`src/rtl/seq_divider_if.sv`:
```
// Handshake and result bundle for seq_divider; the requester drives the master side.
interface seq_divider_if;
  logic        start;
  logic [15:0] dividend;
  logic [15:0] divisor;
  logic        busy;
  logic        done;
  logic [15:0] quotient;
  logic [15:0] remainder;
  logic        div_by_zero;

  modport master (
    output start, dividend, divisor,
    input  busy, done, quotient, remainder, div_by_zero
  );

  modport slave (
    input  start, dividend, divisor,
    output busy, done, quotient, remainder, div_by_zero
  );
endinterface

```
`src/rtl/seq_divider.sv`:
```
// 16-bit restoring shift-subtract divider, one quotient bit per cycle.
// Define SEQ_DIVIDER_SIGNED_DIV_EN for two's-complement signed division (truncating toward zero).
module seq_divider (
  input  logic         clk,
  input  logic         rst_n,
  seq_divider_if.slave bus
);
  localparam int DATA_W = 16;

  typedef enum logic [1:0] {IDLE, CALC, FIN} state_t;

  state_t              state, state_nxt;
  logic [DATA_W-1:0]   rem_acc, quo_acc, dvs_mag;
  logic [3:0]          iter;
  logic                dvs_zero;
  logic                busy_r, done_r, dbz_r;
  logic [DATA_W-1:0]   quo_r, rem_r;
  logic [DATA_W:0]     shifted, trial;
  logic                q_bit;
  logic [DATA_W-1:0]   res_quo, res_rem;

`ifdef SEQ_DIVIDER_SIGNED_DIV_EN
  logic q_neg, r_neg;

  function automatic logic [DATA_W-1:0] magnitude(input logic signed [DATA_W-1:0] v);
    return (v < 0) ? -v : v;
  endfunction

  function automatic logic [DATA_W-1:0] apply_sign(input logic [DATA_W-1:0] v, input logic neg);
    return neg ? (~v + 1'b1) : v;
  endfunction
`endif

  always_ff @(posedge clk or negedge rst_n) begin
    if (!rst_n) state <= IDLE;
    else        state <= state_nxt;
  end

  always_comb begin
    state_nxt = state;
    case (state)
      IDLE: if (bus.start) state_nxt = (bus.divisor != '0) ? CALC : FIN;
      CALC: if (iter == 4'd15) state_nxt = FIN;
      FIN:  state_nxt = IDLE;
      default: state_nxt = IDLE;
    endcase
  end

  // Trial subtraction: bit DATA_W of the 17-bit difference is the borrow.
  always_comb begin
    shifted = {rem_acc, quo_acc[DATA_W-1]};
    trial   = shifted - {1'b0, dvs_mag};
    q_bit   = ~trial[DATA_W];
  end

  // After a zero-divisor latch quo_acc still holds the dividend magnitude.
  always_comb begin
`ifdef SEQ_DIVIDER_SIGNED_DIV_EN
    res_quo = apply_sign(quo_acc, q_neg);
    res_rem = dvs_zero ? apply_sign(quo_acc, r_neg) : apply_sign(rem_acc, r_neg);
`else
    res_quo = quo_acc;
    res_rem = dvs_zero ? quo_acc : rem_acc;
`endif
  end

  always_ff @(posedge clk or negedge rst_n) begin
    if (!rst_n) begin
      rem_acc  <= '0;
      quo_acc  <= '0;
      dvs_mag  <= '0;
      iter     <= '0;
      dvs_zero <= 1'b0;
      busy_r   <= 1'b0;
      done_r   <= 1'b0;
      dbz_r    <= 1'b0;
      quo_r    <= '0;
      rem_r    <= '0;
`ifdef SEQ_DIVIDER_SIGNED_DIV_EN
      q_neg    <= 1'b0;
      r_neg    <= 1'b0;
`endif
    end else begin
      done_r <= 1'b0;
      case (state)
        IDLE: begin
          if (bus.start) begin
            busy_r   <= 1'b1;
            rem_acc  <= '0;
            iter     <= '0;
            dvs_zero <= (bus.divisor == '0);
`ifdef SEQ_DIVIDER_SIGNED_DIV_EN
            quo_acc  <= magnitude(bus.dividend);
            dvs_mag  <= magnitude(bus.divisor);
            q_neg    <= bus.dividend[DATA_W-1] ^ bus.divisor[DATA_W-1];
            r_neg    <= bus.dividend[DATA_W-1];
`else
            quo_acc  <= bus.dividend;
            dvs_mag  <= bus.divisor;
`endif
          end
        end
        CALC: begin
          rem_acc <= q_bit ? trial[DATA_W-1:0] : shifted[DATA_W-1:0];
          quo_acc <= {quo_acc[DATA_W-2:0], q_bit};
          iter    <= iter + 4'd1;
        end
        FIN: begin
          busy_r <= 1'b0;
          done_r <= 1'b1;
          dbz_r  <= dvs_zero;
          quo_r  <= dvs_zero ? {DATA_W{1'b1}} : res_quo;
          rem_r  <= res_rem;
        end
        default: ;
      endcase
    end
  end

  assign bus.busy        = busy_r;
  assign bus.done        = done_r;
  assign bus.quotient    = quo_r;
  assign bus.remainder   = rem_r;
  assign bus.div_by_zero = dbz_r;
endmodule

```
`src/flat_wrapper.sv`:
```
// flat-port wrapper written by rule: the top's interface ports become plain ports
module seq_divider_flat 
  (clk, rst_n, bus_start, bus_dividend, bus_divisor, bus_busy, bus_done, bus_quotient, bus_remainder, bus_div_by_zero);
  seq_divider_if bus_i ();
  input  logic clk;
  input  logic rst_n;
  input wire logic [$bits(bus_i.start)-1:0] bus_start;
  input wire logic [$bits(bus_i.dividend)-1:0] bus_dividend;
  input wire logic [$bits(bus_i.divisor)-1:0] bus_divisor;
  output wire logic [$bits(bus_i.busy)-1:0] bus_busy;
  output wire logic [$bits(bus_i.done)-1:0] bus_done;
  output wire logic [$bits(bus_i.quotient)-1:0] bus_quotient;
  output wire logic [$bits(bus_i.remainder)-1:0] bus_remainder;
  output wire logic [$bits(bus_i.div_by_zero)-1:0] bus_div_by_zero;
  assign bus_i.start = bus_start;
  assign bus_i.dividend = bus_dividend;
  assign bus_i.divisor = bus_divisor;
  assign bus_busy = bus_i.busy;
  assign bus_done = bus_i.done;
  assign bus_quotient = bus_i.quotient;
  assign bus_remainder = bus_i.remainder;
  assign bus_div_by_zero = bus_i.div_by_zero;
  seq_divider u_core (.clk(clk), .rst_n(rst_n), .bus(bus_i));
endmodule
```
`config.mk`:
```
export PLATFORM = sky130hd
export DESIGN_NAME = seq_divider_flat
export DESIGN_NICKNAME = d
export VERILOG_FILES = /design/src/rtl/seq_divider_if.sv /design/src/rtl/seq_divider.sv /design/src/flat_wrapper.sv
export SDC_FILE = /design/constraint.sdc
export NUM_CORES = 1
export LEC_CHECK = 0
export CAP_MARGIN = 15
export CORE_MARGIN = 5
export CORE_UTILIZATION = 35
export CTS_CLUSTER_DIAMETER = 60
export DETAILED_ROUTE_END_ITERATION = 10
export PLACE_DENSITY = 0.68
export REMOVE_ABC_BUFFERS = 1
export SYNTH_ARGS = -nofsm -noshare
export SYNTH_HDL_FRONTEND = slang
export SYNTH_SLANG_ARGS = --single-unit
export TNS_END_PERCENT = 30
```
`constraint.sdc`:
```
create_clock -name clk -period 5.25 [get_ports clk]
set_input_delay 1.05 -clock clk [delete_from_list [all_inputs] [get_ports clk]]
set_output_delay 1.05 -clock clk [all_outputs]
set_load 0.005 [all_outputs]
```
==> load_flow_metrics.sql <==
INSERT INTO impl_metrics (metric_group, metric, value, unit) VALUES
('worst_setup_path', 'worstSetupStartpoint', 'u_core.quo_acc[15]$_DFFE_PN0P_', ''),
('finish', 'antenna-diode-count', '0', ''),
('worst_setup_path', 'crit_type', 'reg2reg', ''),
('synth', 'synthArstFlopShare', '100', '%'),
('synth', 'synth_ff_type', 'dfrtp_1', ''),
('worst_setup_path', 'critPathMaxStageDelay', '0.42', 'ns'),
('worst_setup_path', 'crit_path_start_kind', 'flip-flop', ''),
('clock_network', 'cts_tree', 'built', ''),
('placed_design', 'dp_hpwl', '8440', 'µm'),
('synth', 'netlist_instances', '523', ''),
('synth', 'synthMostInstantiatedCell', 'nand2_1', ''),
('timing', 'final.hold.worst_slack', '0.479', 'ns'),
('finish', 'post_route_cells_drive_above_1_share', '5.25', '%'),
('placed_design', 'dpl_cell_area', '5550', 'µm²'),
('synth', 'leading_cell_types_by_total_area_after_synthesis', 'dfrtp_1 48%, nand2_1 9.0%, o21ai_0 6.5%', ''),
('finish', 'filler_cell_count', '1290', ''),
('global_routing', 'grtUsageTotal', '15.4', '%'),
('hold_path', 'worstHoldPathType', 'reg2reg', ''),
('clock_network', 'cts_htree_levels', '3', ''),
('timing', 'fin_ws', '2.19', 'ns'),
('synth', 'synth_area_per_cell', '8.98', 'µm²'),
('die', 'die_w', '126', 'µm'),
('finish', 'final_cell_area', '5850', 'µm²'),
('synth', 'synth_sequential_area_ratio', '47.9', '%'),
('run', 'drv.max_cap_violation_count', '0', ''),
('status', 'run_status', 'complete, no violations', ''),
('worst_setup_path', 'crit_chain', 'inv_1 -> ha_1 -> inv_1 -> fa_1 -> a211oi_1 -> o211ai_1 -> and2_1 -> o211ai_2 -> buf_4 -> mux2i_1 -> o21ai_1', ''),
('die', 'floorplan.initialDensity', '35.6', '%'),
('clock_network', 'cts_made_buffers', '9', ''),
('worst_setup_path', 'reg2reg_start', 'u_core.quo_acc[15]$_DFFE_PN0P_', ''),
('placed_design', 'dpl_worst_slack', '1.81', 'ns'),
('timing', 'setup_skew', '0.00844', 'ns'),
('finish', 'final_nets', '638', ''),
('worst_setup_path', 'crit_buf_inv', '3', ''),
('timing', 'share_of_the_cycle_needed_by_the_critical_path_after_routing', '58.2', '%'),
('timing', 'worst_slew_margin_rel', '45.3', '%'),
('timing', 'worst-slew-pin-transition', '0.820', 'ns'),
('routing', 'drt.antenna.violating_nets', '0', ''),
('die', 'num_io_pins', '70', ''),
('worst_setup_path', 'cp_endpoint', 'u_core.rem_acc[5]$_DFFE_PN0P_', ''),
('worst_setup_path', 'crit_family', 'compound AO/OA/AOI/OAI gates', ''),
('worst_setup_path', 'path_common_cell', 'inv_1', ''),
('clock_network', 'clk_pin_slew_worst_paths', '0.06', 'ns'),
('routing', 'routed_wirelength', '11500', 'µm'),
('clock_network', 'clock_sinks', '90', ''),
('timing', 'max_slew_violation_total_from_the_final_report', '0', ''),
('synth', 'synth.yosys.warnings', '0', ''),
('clock_network', 'postCtsSetupRepairBufs', '0', ''),
('worst_setup_path', 'worst-endpoint-arrival', '3.26', 'ns'),
('timing', 'clock.fmax', '327', 'MHz'),
('worst_setup_path', 'cp.depth', '11', ''),
('synth', 'yosysUniqueCellTypes', '44', ''),
('routing', 'drc', '0', ''),
('clock_network', 'max-clock-path-buffers', '2', ''),
('timing', 'hold_viol_final', '0', ''),
('power', 'power_leakage', '2.61', 'nW'),
('clock_network', 'clock_insertion_delay_worst_skew', '0.34', 'ns'),
('synth', 'count_of_flip_flops_with_a_built_in_enable_after_synthesis', '0', ''),
('routing', 'drt_iter0_drc', '233', ''),
('timing', 'total_of_endpoints_with_negative_setup_slack_in_the_final_report', '0', ''),
('clock_network', 'cts_repair_resized_insts', '0', ''),
('finish', 'areaGrowthSynthToFinish', '24.6', '%'),
('global_routing', 'grt_max_degree', '51', ''),
('timing', 'period_needed', '3.06', 'ns'),
('placed_design', 'placement.io_buffers', '69', ''),
('synth', 'synth.ff_latch_count', '90', ''),
('global_routing', 'grt_pass1_vias', '3927', ''),
('synth', 'synth.largest_area_cell', 'dfrtp_1', ''),
('die', 'die-area', '15800', 'µm²'),
('global_routing', 'gr-total-overflow', '0', ''),
('synth', 'mappedNetlistArea', '4700', 'µm²');
## power breakdown
group	internal, mW	total, mW	switching [mW]
Sequential	1.04	1.30	0.265
Combinational	1.10	2.34	1.24
Clock	0.370	0.640	0.271
## worst min-delay path by stage
stage	startpoint	endpoint	slack, ns
floorplan	u_core.iter[3]$_DFFE_PN0P_	u_core.iter[3]$_DFFE_PN0P_	0.45
global placement	u_core.bus.quotient[6]$_DFFE_PN0P_	u_core.bus.quotient[6]$_DFFE_PN0P_	0.46
detailed placement	u_core.bus.quotient[9]$_DFFE_PN0P_	u_core.bus.quotient[9]$_DFFE_PN0P_	0.47
CTS	u_core.bus.quotient[9]$_DFFE_PN0P_	u_core.bus.quotient[9]$_DFFE_PN0P_	0.48
global route	u_core.bus.quotient[5]$_DFFE_PN0P_	u_core.bus.quotient[5]$_DFFE_PN0P_	0.50
finish	u_core.bus.quotient[9]$_DFFE_PN0P_	u_core.bus.quotient[9]$_DFFE_PN0P_	0.48
## stage by stage
| stage | instances | utilization [%] |
|---|---|---|
| after floorplan | 496 | - |
| after detailed placement | 749 | 42.1 |
| after global routing | 766 | 44.4 |
| final | 766 | 44.4 |
| after global placement | 749 | 42.1 |
| after CTS | 765 | 44.3 |
## sequential cells by signal, indices dropped and copies added (netlist names)
name and count:
u_core.bus.quotient 16, u_core.bus.remainder 16, u_core.dvs_mag 16, u_core.quo_acc 16, u_core.rem_acc 16, u_core.iter 4
u_core.state 2, u_core.bus.busy 1, u_core.bus.div_by_zero 1, u_core.bus.done 1, u_core.dvs_zero 1
## cells in the final DEF (no fill, tap or decap), types with 2 or more instances in the layout
cell | Yosys | routed
ha_1 | 17 | 17
nand2b_1 | 4 | 3
o211ai_1 | 7 | 7
o21ai_0 | 61 | 61
a211oi_1 | 4 | 4
mux2_2 | 2 | 2
nor2_1 | 41 | 41
nand4_1 | 3 | 3
a21o_1 | 2 | 2
and3_1 | 3 | 3
clkinvlp_4 | 0 | 3
and2_1 | 2 | 2
a22o_1 | 3 | 3
xor2_1 | 2 | 2
nor4_1 | 4 | 4
nand2_1 | 113 | 113
o21a_1 | 2 | 2
nor3_1 | 2 | 2
xnor2_1 | 9 | 9
a31oi_1 | 14 | 14
buf_4 | 2 | 10
inv_1 | 19 | 19
clkbuf_16 | 0 | 9
nand3_1 | 3 | 3
o21ai_1 | 15 | 15
nor2b_1 | 6 | 6
o211a_1 | 2 | 2
mux2i_1 | 29 | 29
a21oi_1 | 23 | 23
clkdlybuf4s50_1 | 0 | 68
a2bb2oi_1 | 2 | 2
dfrtp_1 | 90 | 90
## logic make-up after synthesis
logic type / Yosys count / synth area share, %
simple gates: 186 / 16.6
compound gates: 141 / 17.8
flops: 90 / 47.9
buf+inv: 46 / 4.00
mux: 31 / 6.66
fa+ha+maj: 18 / 4.95
xor+xnor: 11 / 2.05
## layout make-up
class	instances	area (µm²)	area share, %
inverter	19	71.3	1.22
multi-input combinational	387	2260	38.6
sequential	90	2250	38.5
timing repair buffer	78	756	12.9
tap	176	220	3.76
clock inverter	6	66.3	1.13
clock buffer	10	229	3.91
## worst register-to-register path: stages, from the launching register on
cell	delay, ns
dfrtp_1	0.39
inv_1	0.13
ha_1	0.18
inv_1	0.05
fa_1	0.42
a211oi_1	0.36
o211ai_1	0.21
and2_1	0.21
o211ai_2	0.34
buf_4	0.33
mux2i_1	0.23
o21ai_1	0.08
## per-layer routing
metal | up-vias | GRT usage (%) | share of wire [%]
li1 | 1930 | - | -
met1 | 1819 | 20.1 | 48
met2 | 67 | 24.8 | 46
met3 | 11 | 4.15 | 4.9
met4 | 0 | 4.98 | 1.3
met5 | - | 0 | 0
Note: power is estimated with default switching activity, not from simulation.
